**config.mk**
```make
export PLATFORM = sky130hd
export DESIGN_NAME = tsc_stream_decoder
export DESIGN_NICKNAME = d
export VERILOG_FILES = /design/src/rtl/tsc_stream_decoder.sv
export SDC_FILE = /design/constraint.sdc
export NUM_CORES = 1
export LEC_CHECK = 0
export CORE_ASPECT_RATIO = 0.8
export CORE_MARGIN = 1.5
export CORE_UTILIZATION = 30
export CTS_CLUSTER_SIZE = 30
export DETAILED_ROUTE_END_ITERATION = 16
export SETUP_SLACK_MARGIN = 0.3
export SLEW_MARGIN = 20
export SYNTH_ARGS = -nofsm -noshare
export SYNTH_HDL_FRONTEND = slang
export SYNTH_SLANG_ARGS = --single-unit
```
**constraint.sdc**
```tcl
create_clock -name clk -period 11 [get_ports clk]
set_input_delay 2.75 -clock clk [delete_from_list [all_inputs] [get_ports clk]]
set_output_delay 2.75 -clock clk [all_outputs]
set_load 0.01 [all_outputs]
```
**src/rtl/tsc_stream_decoder.sv**
```systemverilog
// ----------------------------------------------------------------------------
// tsc_stream_decoder
//
// Receive side of the three-register stream cipher. It regenerates the same
// keystream as the encoder from a shared 8-bit seed and XORs each incoming
// ciphertext byte with one keystream byte to recover the plaintext. One
// keystream byte is built from eight register shifts.
//
// Ports:
//   clk         in   system clock, rising edge
//   rst         in   asynchronous active-high reset
//   seed_valid  in   seed byte present on seed (accepted only in IDLE)
//   seed[7:0]   in   shared seed; 8'h00 and 8'hFF are rejected
//   resync      in   one-cycle pulse: reload INIT_* values, return to IDLE
//   in_valid    in   ciphertext byte valid
//   in_data     in   ciphertext byte
//   in_ready    out  decoder can accept a ciphertext byte
//   out_valid   out  plaintext byte valid (held until out_ready)
//   out_data    out  plaintext byte
//   out_ready   in   consumer accepts out_data
//   seeded      out  keystream registers hold a loaded seed
//   byte_count  out  [15:0] delivered-byte counter, only present when the
//                    macro TSC_DEC_BYTE_COUNT_EN is defined
//
// Optional feature macro: TSC_DEC_BYTE_COUNT_EN
// ----------------------------------------------------------------------------
module tsc_stream_decoder #(
  parameter int          GEN_STEPS = 8,
  parameter logic [63:0] INIT_S1   = 64'h23A2B,
  parameter logic [63:0] INIT_S2   = 64'h2A892,
  parameter logic [63:0] INIT_S3   = 64'hF4511
) (
  input  logic       clk,
  input  logic       rst,
  input  logic       seed_valid,
  input  logic [7:0] seed,
  input  logic       resync,
  input  logic       in_valid,
  input  logic [7:0] in_data,
  output logic       in_ready,
  output logic       out_valid,
  output logic [7:0] out_data,
  input  logic       out_ready,
  output logic       seeded
`ifdef TSC_DEC_BYTE_COUNT_EN
  ,
  output logic [15:0] byte_count
`endif
);

  // A keystream byte is exactly one byte wide; other step counts are invalid.
  if (GEN_STEPS != 8) begin : g_cfg_error
    $error("tsc_stream_decoder: GEN_STEPS must be 8");
  end

  localparam logic [2:0] LAST_STEP = 3'(GEN_STEPS - 1);

  typedef enum logic [1:0] {
    IDLE  = 2'd0,
    READY = 2'd1,
    GEN   = 2'd2,
    HOLD  = 2'd3
  } state_t;

  // Keystream output bit taken from the current register contents.
  function automatic logic ks_bit(input logic [63:0] a, input logic [63:0] b,
                                  input logic [63:0] c);
    return a[0] ^ b[0] ^ c[0];
  endfunction

  // Feedback bit shifted into s1 (a=s1, b=s2, c=s3).
  function automatic logic fb_s1(input logic [63:0] a, input logic [63:0] b,
                                 input logic [63:0] c);
    return b[0] ^ c[1] ^ a[5] ^ b[7] ^ c[13] ^ a[31] ^ b[47] ^ c[60];
  endfunction

  // Feedback bit shifted into s2.
  function automatic logic fb_s2(input logic [63:0] a, input logic [63:0] b,
                                 input logic [63:0] c);
    return c[3] ^ a[1] ^ b[2] ^ c[19] ^ a[23];
  endfunction

  // Feedback bit shifted into s3.
  function automatic logic fb_s3(input logic [63:0] a, input logic [63:0] b,
                                 input logic [63:0] c);
    return a[5] ^ b[2] ^ c[4] ^ a[17] ^ b[29] ^ c[63] ^ a[10] ^ b[40];
  endfunction

  state_t      state_r, state_nxt;
  logic [63:0] s1_r, s1_nxt;
  logic [63:0] s2_r, s2_nxt;
  logic [63:0] s3_r, s3_nxt;
  logic [7:0]  ks_r, ks_nxt;
  logic [2:0]  step_r, step_nxt;
  logic [7:0]  cbuf_r, cbuf_nxt;
  logic        in_ready_r, in_ready_nxt;
  logic        out_valid_r, out_valid_nxt;
  logic [7:0]  out_data_r, out_data_nxt;
  logic        seeded_r, seeded_nxt;
  logic        seed_legal;
  logic        new_bit;

  assign seed_legal = (seed != 8'h00) && (seed != 8'hFF);

  assign in_ready  = in_ready_r;
  assign out_valid = out_valid_r;
  assign out_data  = out_data_r;
  assign seeded    = seeded_r;

  // State register.
  always_ff @(posedge clk or posedge rst) begin
    if (rst) begin
      state_r <= IDLE;
    end else begin
      state_r <= state_nxt;
    end
  end

  // Next-state, keystream datapath and next output values.
  always_comb begin
    state_nxt     = state_r;
    s1_nxt        = s1_r;
    s2_nxt        = s2_r;
    s3_nxt        = s3_r;
    ks_nxt        = ks_r;
    step_nxt      = step_r;
    cbuf_nxt      = cbuf_r;
    out_valid_nxt = out_valid_r;
    out_data_nxt  = out_data_r;
    seeded_nxt    = seeded_r;
    new_bit       = ks_bit(s1_r, s2_r, s3_r);

    if (resync) begin
      // Resync wins over any handshake in the same cycle; an in-flight
      // byte is simply discarded.
      state_nxt     = IDLE;
      s1_nxt        = INIT_S1;
      s2_nxt        = INIT_S2;
      s3_nxt        = INIT_S3;
      ks_nxt        = 8'd0;
      step_nxt      = 3'd0;
      out_valid_nxt = 1'b0;
      out_data_nxt  = 8'd0;
      seeded_nxt    = 1'b0;
    end else begin
      case (state_r)
        IDLE: begin
          if (seed_valid && seed_legal) begin
            s1_nxt     = {48'd0, seed, seed};
            s2_nxt     = {48'd0, seed, ~seed[3:0], seed[7:4]};
            s3_nxt     = {48'd0, seed, seed ^ 8'hA5};
            seeded_nxt = 1'b1;
            state_nxt  = READY;
          end else begin
            state_nxt = IDLE;
          end
        end
        READY: begin
          if (in_valid && in_ready_r) begin
            cbuf_nxt  = in_data;
            ks_nxt    = 8'd0;
            step_nxt  = 3'd0;
            state_nxt = GEN;
          end else begin
            state_nxt = READY;
          end
        end
        GEN: begin
          // Registers keep running across bytes; they are never rewound.
          ks_nxt   = {ks_r[6:0], new_bit};
          s1_nxt   = {s1_r[62:0], fb_s1(s1_r, s2_r, s3_r)};
          s2_nxt   = {s2_r[62:0], fb_s2(s1_r, s2_r, s3_r)};
          s3_nxt   = {s3_r[62:0], fb_s3(s1_r, s2_r, s3_r)};
          step_nxt = step_r + 3'd1;
          if (step_r == LAST_STEP) begin
            // ks_r only holds seven bits so far; append this cycle's bit.
            out_data_nxt  = cbuf_r ^ {ks_r[6:0], new_bit};
            out_valid_nxt = 1'b1;
            state_nxt     = HOLD;
          end else begin
            state_nxt = GEN;
          end
        end
        HOLD: begin
          if (out_valid_r && out_ready) begin
            out_valid_nxt = 1'b0;
            state_nxt     = READY;
          end else begin
            state_nxt = HOLD;
          end
        end
        default: begin
          state_nxt = IDLE;
        end
      endcase
    end

    in_ready_nxt = (state_nxt == READY);
  end

  // Keystream registers, byte buffer and registered outputs.
  always_ff @(posedge clk or posedge rst) begin
    if (rst) begin
      s1_r        <= INIT_S1;
      s2_r        <= INIT_S2;
      s3_r        <= INIT_S3;
      ks_r        <= 8'd0;
      step_r      <= 3'd0;
      cbuf_r      <= 8'd0;
      in_ready_r  <= 1'b0;
      out_valid_r <= 1'b0;
      out_data_r  <= 8'd0;
      seeded_r    <= 1'b0;
    end else begin
      s1_r        <= s1_nxt;
      s2_r        <= s2_nxt;
      s3_r        <= s3_nxt;
      ks_r        <= ks_nxt;
      step_r      <= step_nxt;
      cbuf_r      <= cbuf_nxt;
      in_ready_r  <= in_ready_nxt;
      out_valid_r <= out_valid_nxt;
      out_data_r  <= out_data_nxt;
      seeded_r    <= seeded_nxt;
    end
  end

`ifdef TSC_DEC_BYTE_COUNT_EN
  logic [15:0] byte_count_r;

  assign byte_count = byte_count_r;

  // Delivered-byte counter; restarts on resync and on every seed load.
  always_ff @(posedge clk or posedge rst) begin
    if (rst) begin
      byte_count_r <= 16'd0;
    end else if (resync) begin
      byte_count_r <= 16'd0;
    end else if ((state_r == IDLE) && seed_valid && seed_legal) begin
      byte_count_r <= 16'd0;
    end else if ((state_r == HOLD) && out_valid_r && out_ready) begin
      byte_count_r <= byte_count_r + 16'd1;
    end else begin
      byte_count_r <= byte_count_r;
    end
  end
`endif

endmodule

```
# After elaboration in Yosys (flattened, before gate mapping)

Index checks and enable logic that the tools add are counted.

Add/subtract/negate cells: 1
Multipliers: 0
Div/mod/pow operators: 0
Magnitude comparators: 0
Equal/unequal tests: 10
Shift operators: 0
Mux-type cells: 31
Bitwise logic cells: 24
Reduce and logical (&&, ||, !) cells: 19

Operator list:

| operator                             | number |
|---|---|
| two-way mux 64 bit                   | 2 |
| case mux 64 bit (2 select lines)     | 1 |
| two-way mux 48 bit                   | 2 |
| case mux 48 bit (2 select lines)     | 1 |
| two-way mux 32 bit                   | 2 |
| case mux 32 bit (2 select lines)     | 1 |
| two-way mux 8 bit                    | 3 |
| XOR 1 bit                            | 20 |
| two-way mux 7 bit                    | 2 |
| case mux 7 bit (2 select lines)      | 1 |
| != test 3 bit, second input constant | 4 |
| nonzero test 3 bit                   | 3 |
| two-way mux 1 bit                    | 8 |
| != test 8 bit, second input constant | 1 |
| NOT 4 bit                            | 2 |
| case mux 2 bit (4 select lines)      | 1 |
| AND reduction 2 bit                  | 4 |
| nonzero test 2 bit                   | 4 |
| nonzero test 8 bit                   | 1 |
| XOR 8 bit                            | 1 |
| two-way mux 2 bit                    | 3 |
| two-way mux 3 bit                    | 2 |
| case mux 3 bit (2 select lines)      | 1 |
| AND reduction 3 bit                  | 2 |
| 8 further kinds                      | 13 |

Flip-flop bits (word level): 175
Bits in latches: 0
RAM bits: 0
Memory bits (read-only): 0
Bits of input ports: 22
Output and inout bits: 11
Logic and storage cells: 96
Memories: 0

# Logic depth before layout (Yosys ltp)

Gate-level depths: netlist (run 1).

Depth after elaboration: 9
Depth in mapped cells: 8
Mapped depth without buffers: 6

# Least setup slack after synthesis (run 1)

No wires, ideal clock.

Path kind: input-to-reg
Start point: input port seed[0]
End point: register s1_r[6]
Library setup time: 144 ps
Data arrival time: 3788 ps
Required time: 10856 ps
Setup slack: 7069 ps
Cell stages on the path: 5
Buffers on the path: 1
Cell sequence: nor4_4 -> a211oi_4 -> buf_4 -> a31oi_1 -> a211oi_1

Cells in the longest elaborated chain, start to end: 5
Elaborated cells on any way between the ends: 6
Those cells by class: eq/ne: 2; reduce/logical: 4

Ends and longest elaborated chain:

| element                                                    | line | source |
|---|---|---|
| start, declared                                            | 36   | `input logic [7:0] seed,` |
| != test 8 bit / nonzero test 8 bit (equally long branches) | 103  | `assign seed_legal = (seed != 8'h00) && (seed != 8'hFF);` |
| logical AND 1 bit (*)                                      | 103  |  |
| logical AND 1 bit (*)                                      | 148  | `if (seed_valid && seed_legal) begin` |
| != test 3 bit (no line) (*)                                | --   |  |
| AND reduction 2 bit (no line) (*)                          | --   |  |
| end signal, assigned                                       | 215  | `s1_r <= s1_nxt;` |
| end, declared                                              | 90   | `logic [63:0] s1_r, s1_nxt;` |

Mark *: on every way between the ends. The rest lies on a longest branch, timed or not.
A chain may end at the register's enable or synchronous reset.

# Worst setup path after layout (run 1)

Start point: input port seed[2]
End point: register s1_r[16]

Same word-level chain as after synthesis.

==> results of run 1 <==
-- power by group through the flow --
| stage | clock [mW] | sequential (mW) | combinational, mW |
|---|---|---|---|
| 2_1_floorplan | 0 | 0.695 | 0.0839 |
| 3_3_place_gp | 0 | 0.701 | 0.106 |
| 3_5_place_dp | 0 | 0.701 | 0.107 |
| 4_1_cts | 0.645 | 0.689 | 0.107 |
| 5_1_grt | 0.681 | 0.692 | 0.118 |
| 6_report | 0.633 | 0.690 | 0.105 |
-- registers in the layout, summed over array words and instances, names as in the netlist, 2 cells and up --
signal and cells:
cbuf_r 8, step_r 3, ks_r 7, s3_r 64, s1_r 32, out_data 8
s2_r 48, state_r 2
-- worst paths after layout --
kind                             from     endpoint  slack [ps]
min                          s3_r[17]     s3_r[17]         480
min in group asynchronous         rst  out_data[5]        2880
max                           seed[2]     s1_r[16]        6180
min reg2reg                  s3_r[17]     s3_r[17]         480
max reg2reg                state_r[0]     s1_r[16]        7970
max in group asynchronous         rst     s2_r[33]        6670
-- layout by cell type, fill, tap and decap left out, types with 14 or more instances in the layout --
| master | instances |
|---|---|
| clkbuf_16 | 17 |
| a211oi_1 | 29 |
| dfstp_2 | 25 |
| o21ai_0 | 45 |
| a31oi_1 | 14 |
| clkdlybuf4s50_1 | 31 |
| xnor2_1 | 24 |
| a21oi_1 | 19 |
| nor2_1 | 39 |
| dfrtp_1 | 150 |
| a22o_1 | 98 |
-- cell families after synthesis --
family	count (synthesis)	share of synthesized area, %
compound gates	239	24.53
simple gates	84	5.851
buf+inv	56	4.418
mux	9	1.382
flops	175	60.13
xor+xnor	28	3.343
fa+ha+maj	2	0.3411
-- per-stage QoR --
step / area [µm²] / utilization (%) / hold WS [ps] / total power [mW] / setup WS [ps]
3_3_place_gp: 7800 / 32.90 / 469.8 / 0.8063 / 5766
3_5_place_dp: 7800 / 32.90 / 471.2 / 0.8080 / 5751
2_1_floorplan: 7335 / - / 454.3 / 0.7787 / 3546
6_report: 8417 / 35.50 / 480.6 / 1.428 / 6178
5_1_grt: 8417 / 35.50 / 507.3 / 1.491 / 5993
4_1_cts: 8417 / 35.50 / 485.1 / 1.441 / 6202
-- layout make-up --
type / instances / area share (%)
Sequential cell: 175 / 52.40
Multi-Input combinational cell: 362 / 30.98
Clock buffer: 17 / 5.054
Tap cell: 312 / 4.638
Timing Repair Buffer: 40 / 4.460
Clock inverter: 15 / 2.274
Inverter: 3 / 0.1933
-- cell usage after synthesis, types with 3 or more instances --
cell type,n
xnor2_1,24
a21boi_0,8
o32a_1,7
xor2_1,4
nand3b_1,3
nor2_2,3
nor2_1,39
mux2_2,9
a21oi_1,19
nor3_1,10
buf_4,7
clkbuf_2,3
nand2_1,11
nand2b_1,5
a211oi_1,29
o21ai_0,45
a31o_2,3
dfrtp_1,150
clkbuf_1,26
dfstp_2,25
a311oi_1,4
inv_1,3
buf_6,10
a31oi_1,14
a22o_1,98
buf_2,7
-- per-layer routing --
metal / up-vias / global-route usage [%] / part of all wire, %
met5: - / 0 / 0
met4: 0 / 2.919 / 0.62
met3: 8 / 3.621 / 4.3
met2: 83 / 16.32 / 40
met1: 2401 / 20.21 / 55
li1: 2237 / - / -
-- worst min-delay path: cells and delay by family (launching register included) --
family | cells | cell delay, ps
AND/OR/NAND/NOR | 1 | 40
flip-flops | 1 | 370
AO/OA/AOI/OAI | 1 | 60
==> metrics.md, run 1 <==
| Metric | Value |
|---|---|
| Max frequency | 207.4 MHz |
| Residual DRC | 0 |
| Reg power frac | 48.3% |
| Post-synth EDFFs | 0 |
| CP delay by family, top | buffers and inverters |
| CTS clk-pin slew, worst paths | 70 ps |
| Worst clock skew | 14.23 ps |
| Initial antenna violation count | 0 |
| Final count of hold timing violations | 0 |
| Row count | 50 |
| Global route total overflow | 0 |
| WP data required | 11360 ps |
| Slowest CP cell | buf_4 |
| Internal power | 1.062 mW |
| Die width | 177.8 µm |
| Post-CTS setup buffers | 0 |
| Clk sink count | 175 |
| Gate power share | 7.4% |
| Mapped cell area | 7335 µm² |
| Final nets | 623 |
| Fin crit period | 4822 ps |
| Worst-path maximum fanout | 90 |
| Ys flop type | dfrtp_1 |
| Post_cts resized | 0 |
| Ys async rst share | 100.0% |
| Routed Antenna Nets | 0 |
| RSZ-0062 raised after global routing | false |
| Leakage power | 3.580 nW |
| Largest net degree at the start of global routing | 105 |
| Antenna fix cells | 0 |
| Starting Density | 30.93% |
| Status | complete, no violations |
| Fillers | 2293 |
| Crit share post-route | 43.83% |
| Synth area leaders | dfrtp_1 51%, a22o_1 12%, dfstp_2 9.0%, o21ai_0 3.1%, a211oi_1 3.0% |
| Vias per cell | 5.118 |
| Worst r2r path cells | 6 |
| Post-Synthesis Cells | 593 |
| Register cell area after layout | 4410 µm² |
| Crit. path cell count | 6 |
| Crit start category | input port |
| Crit path buf inv count | 2 |
| Switch Pwr | 0.3655 mW |
| Worst-Skew Late Latency | 440 ps |
| DR pass1 iterations | 4 |
| Global placement routability congestion | 0.7579 |
| Syn-to-layout area delta | 14.76% |
| Dpl hpwl | 8.517 mm |
| Area of the multi-input gates | 2608 µm² |
| Distinct cell type count after synthesis | 47 |
| Critical Path Sink Type | flop |
| Ys Warns | 0 |
| Largest area contributor in the netlist | dfrtp_1 |
| Die height | 142.9 µm |
| Rel. slew slack | 36.09% |
| Hold path depth | 2 |
| Crit Path Category | in2reg |
| Mean post-synth cell area | 12.37 µm² |
| Setup TNS | 0 ps |
| I/O pin count | 33 |
| Worst Hold Class | reg2reg |
| Htree depth | 4 |
| Vias in the first global route | 4590 |
| Sequential element share of the synthesized area | 60.13% |
| Synth Net Count | 617 |
| Share of cells above drive strength 1 | 14.87% |
| Total GRT Usage | 12.65% |
| Pins Over Slew Limit | 0 |
| Clock Path Buffers | 2 |
| Finished Layout Cells | 924 |
| DP Cell Count | 892 |
| CTS Root Cell | clkbuf_16 |
| CTS Buf Count | 17 |
| Peak supply drop | 98.81 µV |
| P per Cell Area | 169.6 nW/µm² |
| Port-buffer cells | 32 |
| Final wirelength | 14.96 mm |
| WP data arrival | 5180 ps |
| Core area | 23710 µm² |
| Crit-path cells | clkdlybuf4s50_1 > and4_1 > nand2_2 > a21oi_4 > buf_4 > a22o_1 |
| DR WL/cell | 16.19 µm |
| Synthesis-stage register bit count | 175 |
| Die ar. | 25400 µm² |
| Setup violations, final | 0 |
| First-pass GRT wire length | 25.45 mm |
| Least-Margin Pin Slew | 956.4 ps |
| CP peak stage delay | 710 ps |
| Vias | 4729 |
| Initial DRC count | 415 |
| Share of the synthesized area in the top cell type | 51.18% |
| TritonCTS clock tree | yes |
| MaxCap Viol Count | 0 |
| Sw Share | 25.60% |
| Hold buffers post-CTS | 0 |
| Clk pwr share | 44.3% |
Note: power is estimated with default switching activity, not from simulation.
==> inputs of run 2 (changes only) <==
==> constraint.sdc (replaced) <==
create_clock -name clk -period 4 [get_ports clk]
set_input_delay 1 -clock clk [delete_from_list [all_inputs] [get_ports clk]]
set_output_delay 1 -clock clk [all_outputs]
set_load 0.01 [all_outputs]
==> run 2 against run 1 <==
  * Global-route usage about the same
  * Routed wire length up 1.9%
  * Cell count rose by 0.87%
  * First-iteration DRC count grew 29%
  * Power rose to 2.7 times the previous value
  * Setup slack worse by 5200 ps
  * Clock power increased to 2.5 times the previous value
  * Critical path depth unchanged
  * Core utilization increased by 0.29 points
  * Via count is 1.9% higher
  * Critical endpoint is now s1_r[8]
  * Largest cell class unchanged
  * Largest power group unchanged
==> metrics.md, run 2 (synthesized netlist as in run 1, its figures left out) <==
| Metric | Value |
|---|---|
| Rel. slew slack | 35.03% |
| Final nets | 632 |
| Final count of hold timing violations | 0 |
| Die width | 177.8 µm |
| Routed Antenna Nets | 0 |
| CTS Buf Count | 17 |
| I/O pin count | 33 |
| Initial DRC count | 536 |
| DP Cell Count | 901 |
| Syn-to-layout area delta | 15.69% |
| Max frequency | 331.5 MHz |
| Die height | 142.9 µm |
| Share of cells above drive strength 1 | 15.97% |
| Worst-Skew Late Latency | 420 ps |
| Post-CTS setup buffers | 0 |
| Hold buffers post-CTS | 0 |
| Antenna fix cells | 0 |
| Clock Path Buffers | 2 |
| WP data arrival | 3330 ps |
| CTS clk-pin slew, worst paths | 70 ps |
| Crit Path Category | in2reg |
| RSZ-0062 raised after global routing | false |
| Pins Over Slew Limit | 0 |
| Worst-path maximum fanout | 17 |
| CP peak stage delay | 670 ps |
| Largest regs | s3_r (64), s2_r (48), s1_r (32) |
| Port-buffer cells | 32 |
| Vias in the first global route | 4675 |
| Vias | 4820 |
| Starting Density | 30.93% |
| Hold_ws | 483.4 ps |
| Initial antenna violation count | 0 |
| R2R setup slack | 1740 ps |
| Worst Hold Class | reg2reg |
| WP data required | 4310 ps |
| Least-Margin Pin Slew | 972.5 ps |
| Status | complete, no violations |
| Leakage power | 3.616 nW |
| Critical Path Sink Type | flop |
| Max reg flops | 64 |
| Finished Layout Cells | 932 |
| P per Cell Area | 448.7 nW/µm² |
| Area after DPL | 7916 µm² |
| Most frequent cells in the layout | 150 x dfrtp_1, 98 x a22o_1, 45 x o21ai_0 |
| Placement Setup Slack | 576.7 ps |
| Finished Core Util | 35.79% |
| Die ar. | 25400 µm² |
| Global route total overflow | 0 |
| Largest Register | s3_r |
| Setup TNS | 0 ps |
| Crit-path cells | clkdlybuf4s50_1 > nor4_4 > a211oi_4 > buf_4 > nand3_1 > a311oi_1 |
| Htree depth | 4 |
| Core area | 23710 µm² |
| DR pass1 iterations | 5 |
| MaxCap Viol Count | 0 |
| Final wirelength | 15.24 mm |
| Design area | 8486 µm² |
| Crit share post-route | 75.41% |
| Total GRT Usage | 12.65% |
| PnR Total Power | 3.807 mW |
| Dpl hpwl | 9.115 mm |
| Vias per cell | 5.172 |
| Largest net degree at the start of global routing | 101 |
| Peak supply drop | 293.7 µV |
| Slowest CP cell | a211oi_4 |
| DR WL/cell | 16.36 µm |
| Row count | 50 |
| CTS Root Cell | clkbuf_16 |
| TritonCTS clock tree | yes |
| Setup WS post-layout | 983.6 ps |
| Global placement routability congestion | 0.7495 |
| First-pass GRT wire length | 25.57 mm |
| Clk sink count | 175 |
| Most common cell after layout, fill and taps aside | dfrtp_1 |
| Fin crit period | 3016 ps |
| Residual DRC | 0 |
| Crit start category | input port |
| Worst clock skew | 11.57 ps |
| Post_cts resized | 0 |
| Setup violations, final | 0 |
[run 2: changes by cell type in the layout (fill, tap and decap cells not counted), sizes merged]
| cell | delta |
|---|---|
| buf | +9 |
| inv | -1 |
| clkinv | +2 |
| bufinv | -2 |
[run 2: path summary, 6_finish.rpt]
path                                 start  cells after the start       end
worst max-delay path               seed[1]                      6   s1_r[8]
worst min-delay path              s3_r[16]                      2  s3_r[16]
worst max register to register  state_r[0]                      4   s1_r[8]
worst min register to register    s3_r[16]                      2  s3_r[16]
max in group asynchronous              rst                      3  s3_r[19]
min in group asynchronous              rst                      2   s1_r[4]
[run 2: routing by layer]
metal	part of all wire, %	track usage, %	up-vias
met1	53	19.61	2448
met5	0	0	-
met2	42	17.02	106
li1	-	-	2255
met4	0.64	3.848	0
met3	5.3	3.062	11
[run 2: final cells by class]
cell class | instances | area [µm²]
timing repair buffer | 49 | 493.0
tap | 312 | 390.4
clock buffer | 17 | 425.4
sequential | 175 | 4410
clock inverter | 14 | 143.9
fill | 2300 | 15220
inverter | 3 | 15.01
multi-input combinational | 362 | 2608
[run 2: power by group]
group,internal (mW),leakage (nW),switching [mW]
clock,0.832,0.279,0.777
combinational,0.127,1.00,0.176
sequential,1.85,2.33,0.0486
total,2.81,3.62,1.00
[run 2: worst max-delay path: cells and delay by family]
kind	cells	cell delay (ps)
AO/OA/AOI/OAI	2	1020
AND/OR/NAND/NOR	2	330
buffers and inverters	2	970
